$ cat config.mk
export PLATFORM = sky130hd
export DESIGN_NAME = emissor_teclado
export DESIGN_NICKNAME = d
export VERILOG_FILES = /design/src/rtl/emissor_teclado_pkg.sv /design/src/rtl/emissor_teclado_decodificador.sv /design/src/rtl/emissor_teclado.sv
export SDC_FILE = /design/constraint.sdc
export NUM_CORES = 1
export LEC_CHECK = 0
export ABC_CLOCK_PERIOD_IN_PS = 5050
export BUFFER_PORTS_ARGS = -buffer_cell sky130_fd_sc_hd__clkbuf_2
export CAP_MARGIN = 10
export CORE_ASPECT_RATIO = 1.4
export CORE_UTILIZATION = 59
export DETAILED_ROUTE_END_ITERATION = 7
export PLACE_DENSITY = 0.83
export SLEW_MARGIN = 10
export SYNTH_ARGS = -nofsm -noshare
export SYNTH_HDL_FRONTEND = slang
export SYNTH_SLANG_ARGS = --single-unit
$ cat constraint.sdc
create_clock -name clock -period 5.05 [get_ports clock]
set_clock_uncertainty 0.1 [all_clocks]
set_input_delay 0.505 -clock clock [delete_from_list [all_inputs] [get_ports clock]]
set_output_delay 0.505 -clock clock [all_outputs]
set_load 0.01 [all_outputs]
$ cat src/rtl/emissor_teclado_pkg.sv
// Shared definitions for the key emitter: FSM state encoding, key count and BCD validity helper.
package emissor_teclado_pkg;

    typedef enum logic [1:0] {
        OCIOSO    = 2'd0,
        PRESSIONA = 2'd1,
        SOLTA     = 2'd2
    } estado_t;

    localparam int unsigned NUM_TECLAS = 10;

    function automatic logic bcd_valido(input logic [3:0] bcd);
        return bcd <= 4'd9;
    endfunction

endpackage

$ cat src/rtl/emissor_teclado_decodificador.sv
// Combinational BCD to one-hot key decoder; codes above 9 decode to all zeros.
module decodificador_bcd_onehot
    import emissor_teclado_pkg::*;
(
    input  logic [3:0]            i_bcd,
    output logic [NUM_TECLAS-1:0] o_onehot
);

    always_comb begin
        o_onehot = '0;
        if (bcd_valido(i_bcd)) begin
            o_onehot = NUM_TECLAS'(1) << i_bcd;
        end
    end

endmodule

$ cat src/rtl/emissor_teclado.sv
// Emits one BCD digit as a timed press/release on one-hot key lines.
// Optional one-entry holding buffer enabled by defining EMISSOR_TECLADO_FILA_EN.
module emissor_teclado
    import emissor_teclado_pkg::*;
#(
    parameter int unsigned TEMPO_PRESSIONADO = 4,
    parameter int unsigned TEMPO_SOLTO       = 2
) (
    input  logic                  clock,
    input  logic                  reset,
    input  logic                  enablen,
    input  logic [3:0]            BCD,
    input  logic                  dado_valido,
    output logic                  pronto,
    output logic [NUM_TECLAS-1:0] teclado,
    output logic                  concluido,
    output logic                  erro
);

    localparam logic [7:0] CARGA_PRESS = 8'(TEMPO_PRESSIONADO - 1);
    localparam logic [7:0] CARGA_SOLTO = 8'(TEMPO_SOLTO - 1);

    estado_t               r_estado;
    estado_t               w_prox_estado;
    logic [7:0]            r_contador;
    logic [7:0]            w_contador_d;
    logic [3:0]            r_digito;
    logic [3:0]            w_digito_d;
    logic [NUM_TECLAS-1:0] r_teclado;
    logic [NUM_TECLAS-1:0] w_onehot;
    logic                  r_erro;
    logic                  w_aceita;
    logic                  w_bcd_ok;
    logic                  w_fim_contagem;

`ifdef EMISSOR_TECLADO_FILA_EN
    logic                  r_buf_valido;
    logic [3:0]            r_buf_digito;
    logic                  w_bufferiza;
    logic                  w_consome_buf;
`endif

    assign w_aceita       = dado_valido & pronto;
    assign w_bcd_ok       = bcd_valido(BCD);
    assign w_fim_contagem = (r_contador == 8'd0);

    // State register
    always_ff @(posedge clock) begin
        if (reset) begin
            r_estado <= OCIOSO;
        end else begin
            r_estado <= w_prox_estado;
        end
    end

    // Next-state, counter and digit selection
    always_comb begin
        w_prox_estado = r_estado;
        w_contador_d  = r_contador;
        w_digito_d    = r_digito;
        unique case (r_estado)
            OCIOSO: begin
                if (w_aceita && w_bcd_ok) begin
                    w_prox_estado = PRESSIONA;
                    w_contador_d  = CARGA_PRESS;
                    w_digito_d    = BCD;
                end
            end
            PRESSIONA: begin
                if (w_fim_contagem) begin
                    w_prox_estado = SOLTA;
                    w_contador_d  = CARGA_SOLTO;
                end else begin
                    w_contador_d = r_contador - 8'd1;
                end
            end
            SOLTA: begin
                if (w_fim_contagem) begin
                    w_prox_estado = OCIOSO;
`ifdef EMISSOR_TECLADO_FILA_EN
                    // A waiting digit chains straight into the next press, no idle cycle.
                    if (r_buf_valido) begin
                        w_prox_estado = PRESSIONA;
                        w_contador_d  = CARGA_PRESS;
                        w_digito_d    = r_buf_digito;
                    end else if (w_aceita && w_bcd_ok) begin
                        w_prox_estado = PRESSIONA;
                        w_contador_d  = CARGA_PRESS;
                        w_digito_d    = BCD;
                    end
`endif
                end else begin
                    w_contador_d = r_contador - 8'd1;
                end
            end
            default: begin
                w_prox_estado = OCIOSO;
                w_contador_d  = 8'd0;
            end
        endcase
    end

    // Outputs
    always_comb begin
`ifdef EMISSOR_TECLADO_FILA_EN
        pronto = ~enablen & ~r_buf_valido;
`else
        pronto = ~enablen & (r_estado == OCIOSO);
`endif
        concluido = (r_estado == SOLTA) && w_fim_contagem;
        teclado   = r_teclado;
        erro      = r_erro;
    end

    decodificador_bcd_onehot u_decodificador (
        .i_bcd    (w_digito_d),
        .o_onehot (w_onehot)
    );

    // Key lines are registered from the next state so they never glitch.
    always_ff @(posedge clock) begin
        if (reset) begin
            r_contador <= 8'd0;
            r_digito   <= 4'd0;
            r_teclado  <= '0;
            r_erro     <= 1'b0;
        end else begin
            r_contador <= w_contador_d;
            r_digito   <= w_digito_d;
            r_teclado  <= (w_prox_estado == PRESSIONA) ? w_onehot : '0;
            r_erro     <= w_aceita & ~w_bcd_ok;
        end
    end

`ifdef EMISSOR_TECLADO_FILA_EN
    assign w_bufferiza   = w_aceita & w_bcd_ok &
                           ((r_estado == PRESSIONA) | ((r_estado == SOLTA) & ~w_fim_contagem));
    assign w_consome_buf = (r_estado == SOLTA) & w_fim_contagem & r_buf_valido;

    always_ff @(posedge clock) begin
        if (reset) begin
            r_buf_valido <= 1'b0;
            r_buf_digito <= 4'd0;
        end else if (w_bufferiza) begin
            r_buf_valido <= 1'b1;
            r_buf_digito <= BCD;
        end else if (w_consome_buf) begin
            r_buf_valido <= 1'b0;
        end
    end
`endif

endmodule

# Word-level counts from Yosys, hierarchy flattened
# Cells that the tools add are included.
# Widths: inputs -> output; s select.
[totals] regBits=25 input_bits=8 out_inout_bits=13
[classes] n_addsub=1 magnitude_cmp=2 eq_ne=5 shift=1 muxes=10 n_bitwise=7 reduce_logical=6
[op_table] operator="$mux 8" n=3
[op_table] operator="$pmux 8 s3" n=1
[op_table] operator="$shl 1x4->10 const A" n=1
[op_table] operator="$le 4x4->1 const B" n=2
[op_table] operator="$logic_not 8->1" n=1
[op_table] operator="$mux 4" n=2
[op_table] operator="$sub 8x1->8 const B" n=1
[op_table] operator="$mux 2" n=3
[op_table] operator="$pmux 2 s3" n=1
[op_table] operator="$eq 2x1->1 const B" n=2
[op_table] operator="$ne 2x2->1 const B" n=2
[op_table] operator="$not 1->1" n=4
[op_table] operator="$and 1x1->1" n=3
[op_table] operator="$reduce_or 3->1" n=1
[op_table] operator="$eq 2x2->1 const B" n=1
[op_table] operator="$logic_and 1x1->1" n=2
[op_table] operator="$logic_not 2->1" n=1
[op_table] operator="$reduce_and 2->1" n=1

# Longest topological paths before layout
[logic_depth] depth_word=9 ltp_mapped=7

# Modules after synthesis
# From an unflattened synthesis, not the netlist that was laid out.
[hier_totals] cells_unflattened=134 area_unflattened_um2=1282.5
[modules_own_cells] module="emissor_teclado" n_inst=1 cells_each=120 area_each_um2=1112.3 seq_area_each_um2=500.5
[modules_own_cells] module="decodificador_bcd_onehot" n_inst=1 cells_each=14 area_each_um2=170.2 seq_area_each_um2=0.0

# Least setup slack after synthesis
# OpenSTA, ideal clock, no wires.
[synth_path] path_type="reg-to-reg" start="register r_contador[0]" end="register r_contador[6]" setup_ns=0.070 arrival_ns=1.668 t_required_ns=4.880 slack_ns=3.212 stages_incl_launch_ff=7 n_path_buf=0 period_less_slack_ns=1.838 path_cell_list="dfxtp_1 -> inv_1 -> ha_1 -> or3b_4 -> or3_1 -> or3_1 -> a21oi_1"
[synth_via] elab_chain_len=3
[synth_lines] item="from (decl)" line_no="emissor_teclado.sv:25" source="logic [7:0] r_contador;"
[synth_lines] item="from (signal assigned)" line_no="emissor_teclado.sv:128" source="r_contador <= w_contador_d;"
[synth_lines] item="$sub 8x1->8 / $logic_not 8->1 (equally long branches)" line_no="emissor_teclado.sv:74, emissor_teclado.sv:93, emissor_teclado.sv:45"
[synth_lines] item="$mux 8, or another cell as far along" line_no="emissor_teclado.sv:78" source="if (w_fim_contagem) begin"
[synth_lines] item="$pmux 8 s3 / $reduce_and 2->1 (equally long branches)"
# Several ways; a longest one is shown, not always the timed one. The select of a mux whose other input is x is not followed.
# A chain may end at the register's enable or synchronous reset.

# Worst setup path in the final report
[layout_path] start="register r_contador[0]" end="output port concluido"
[layout_via] elab_chain_len=2
[layout_lines] item="$logic_not 8->1" line_no="emissor_teclado.sv:45" source="assign w_fim_contagem = (r_contador == 8'd0);"
[layout_lines] item="$logic_and 1x1->1" line_no="emissor_teclado.sv:110" source="concluido = (r_estado == SOLTA) && w_fim_contagem;"
[layout_lines] item="to (decl)" line_no="emissor_teclado.sv:16" source="output logic concluido,"
# No other way between the ends.

==> summary.md <==
| Metric | Value |
|---|---|
| Status | complete, no violations |
| Die area | 2400 um^2 |
| Post-synth EDFFs | 0 |
| Syn nets | 153 |
| Max cap viols | 0 |
| WL final | 2.63 mm |
| First-pass GRT wire length | 4.61 mm |
| Share of power burned in registers | 49.3% |
| Largest net degree at the start of global routing | 16 |
| GPL Wtd Cong | 0.836 |
| Slew headroom | 53.9% |
| Total clock buffers created by CTS | 3 |
| Worst min path class | in2reg |
| Clock latency on the worst-skew pair | 0.32 ns |
| Pwr Density | 329 nW/um^2 |
| Layout cells sized above 1 | 23.8% |
| Unrepaired setup endpoints after global routing | no |
| Area of the multi-input gates | 703 um^2 |
| Gate power share | 31.5% |
| Clock share of power | 19.1% |
| Grt met2 use | 47.1% |
| Setup CP Type | reg2out |
| Post-Syn Area | 1300 um^2 |
| Fmax | 0.442 GHz |
| Final min period | 2.26 ns |
| Busiest grt layer | met2 |
| Post-synthesis register bit count | 25 |
| Sw Ratio | 35.1% |
| Row cnt | 19 |
| Initial antenna violation count | 0 |
| Drt drc | 0 |
| CTS max path bufs | 2 |
| Setup Buffers After CTS | 0 |
| Core footprint | 2020 um^2 |
| Share of flip-flops with an asynchronous set or reset | 0% |
| Cts hold-fix bufs | 0 |
| CP max FO | 3 |
| Final period util | 44.8% |
| Num Clock Sinks | 25 |
| Static leakage | 0.518 nW |
| Syn_area_per_cell | 9.04 um^2 |
| Die H | 57.6 um |
| Pint | 0.301 mW |
| Clock transition at path regs | 0.14 ns |
| Mean number of vias per cell | 6.20 |
| # diodes | 0 |
| DR WL/cell | 14.5 um |
| Syn Inst Count | 144 |
| Final worst setup slack | 2.79 ns |
| Startpoint types | flop |
| Htree depth | 1 |
| Setup TNS | 0 ns |
| Area Growth Syn to Fin | 8.08% |
| Fin nets | 170 |
| Root Buffer | clkbuf_4 |
| Vias in the first global route | 1110 |
| Crit path capture type | output port |
| Setup WS pre-CTS | 2.87 ns |
| Max Slew Vio Count | 0 |
| CTS tree | done |
| Critical Path RT | 4.45 ns |
| Most used DFF post-synth | dfxtp_1 |
| Grt met1 use | 23.0% |
| GR Util met3 | 5.38% |
| Storage element area | 500 um^2 |
| IO Pins | 21 |
| Detailed Route Iter0 Violations | 41 |
| GRT Resource Usage Total | 24.8% |
| Die Wd | 41.7 um |
| Final setup violation count | 0 |
| Slew @ Worst Pin | 0.692 ns |
| Synth cell types | 42 |
| Initial core utilization | 64.4% |
| Post-synthesis sequential area ratio | 38.5% |
| Fill cell count | 174 |
| VDD IR max | 0.212 mV |
| Sw Pwr | 0.162 mW |
| Critical path arrival | 1.66 ns |
| Synth warnings | 0 |
| Via count | 1123 |
| Post-CTS Resized | 0 |
| GRT Residual Overflow | 0 |
| # port buffers | 20 |
| Pre-Repair DR Iteration Count | 5 |
| Post-route ant nets | 0 |
| Fin. Hold Viols | 0 |
| Final HPWL DP | 2.03 mm |
==> metrics by stage <==
stage / std cells / hold WS [ns] / power, mW / instance area [um^2] / util (%)
2_1_floorplan: 144 / 0.362 / 0.348 / 1300 / -
4_1_cts: 181 / 0.337 / 0.463 / 1410 / 69.6
3_3_place_gp: 177 / 0.373 / 0.369 / 1380 / 68.2
3_5_place_dp: 177 / 0.383 / 0.377 / 1380 / 68.2
6_report: 181 / 0.343 / 0.463 / 1410 / 69.6
5_1_grt: 181 / 0.325 / 0.492 / 1410 / 69.6
==> placed cells by master, fill, tap and decap left out, drive strengths merged, types with 2 or more instances in the layout <==
master and n:
a211oi 4, inv 13, o211ai 8, nand3 2
or4 2, o21ai 11, nor2 6, mux2i 4
nand2 10, clkbuf 23, or3 3, nor4 2
nor3 12, a21oi 12, a31oi 4, dfxtp 25
==> final cells by class <==
cell class,instances,share of cell area (%)
repair buffers,20,7.12
well taps,21,1.87
clock buffers,3,1.60
multi-input cells,98,50.0
inverters,13,3.47
clock inverters,1,0.356
flip-flops and latches,25,35.6
==> power by group through the flow <==
| stage | Clock (mW) | Combinational, mW | Sequential, mW |
|---|---|---|---|
| 6_report | 0.0885 | 0.146 | 0.228 |
| 5_1_grt | 0.0994 | 0.161 | 0.231 |
| 3_3_place_gp | 0 | 0.138 | 0.232 |
| 4_1_cts | 0.0898 | 0.145 | 0.228 |
| 2_1_floorplan | 0 | 0.121 | 0.227 |
| 3_5_place_dp | 0 | 0.145 | 0.232 |
==> state kept, by name, summed over array words and instances (netlist names) <==
| name | count |
|---|---|
| erro | 1 |
| r_contador | 8 |
| r_digito | 4 |
| r_estado | 2 |
| teclado | 10 |
==> final timing paths <==
check	depth (start not counted)	slack, ns	end	from
worst min register to register	2	0.40	r_digito[0]	r_digito[0]
worst max register to register	4	2.86	r_contador[5]	r_estado[0]
worst max-delay path	6	2.79	concluido	r_contador[0]
worst min-delay path	3	0.34	r_digito[0]	BCD[0]
==> layer usage <==
layer  wire length [um]  up-vias
met5                  0        -
met4                 46        0
met3                102        6
met2               1480       42
met1               1010      511
li1                   -      564
==> synthesized netlist by cell type, types with 2 or more instances <==
cell | n | area [um^2]
dfxtp_1 | 25 | 500
a31oi_1 | 4 | 25.0
a21oi_1 | 11 | 55.1
inv_1 | 12 | 45.0
buf_6 | 2 | 22.5
o21ai_4 | 2 | 32.5
nor4_1 | 2 | 12.5
nand3_1 | 2 | 10.0
a211oi_1 | 4 | 30.0
or3_1 | 3 | 18.8
nor2_1 | 6 | 22.5
o211ai_1 | 8 | 60.1
o21ai_1 | 2 | 10.0
o21ai_0 | 6 | 30.0
nand2_1 | 10 | 37.5
mux2i_1 | 4 | 40.0
clkbuf_1 | 5 | 18.8
nor3_1 | 12 | 60.1
==> kinds of logic after synthesis <==
group	share of synthesized area (%)
compound gates	29.7
buf+inv	7.50
flops	38.5
mux	3.94
fa+ha+maj	0.961
simple gates	19.4
==> critical path, cell delays in order (launching register included) <==
cell      delay [ns]
dfxtp_1         0.33
inv_1           0.10
ha_1            0.20
nor3b_1         0.28
nand2_1         0.12
nor3_1          0.16
clkbuf_2        0.16
Note: power is estimated with default switching activity, not from simulation.
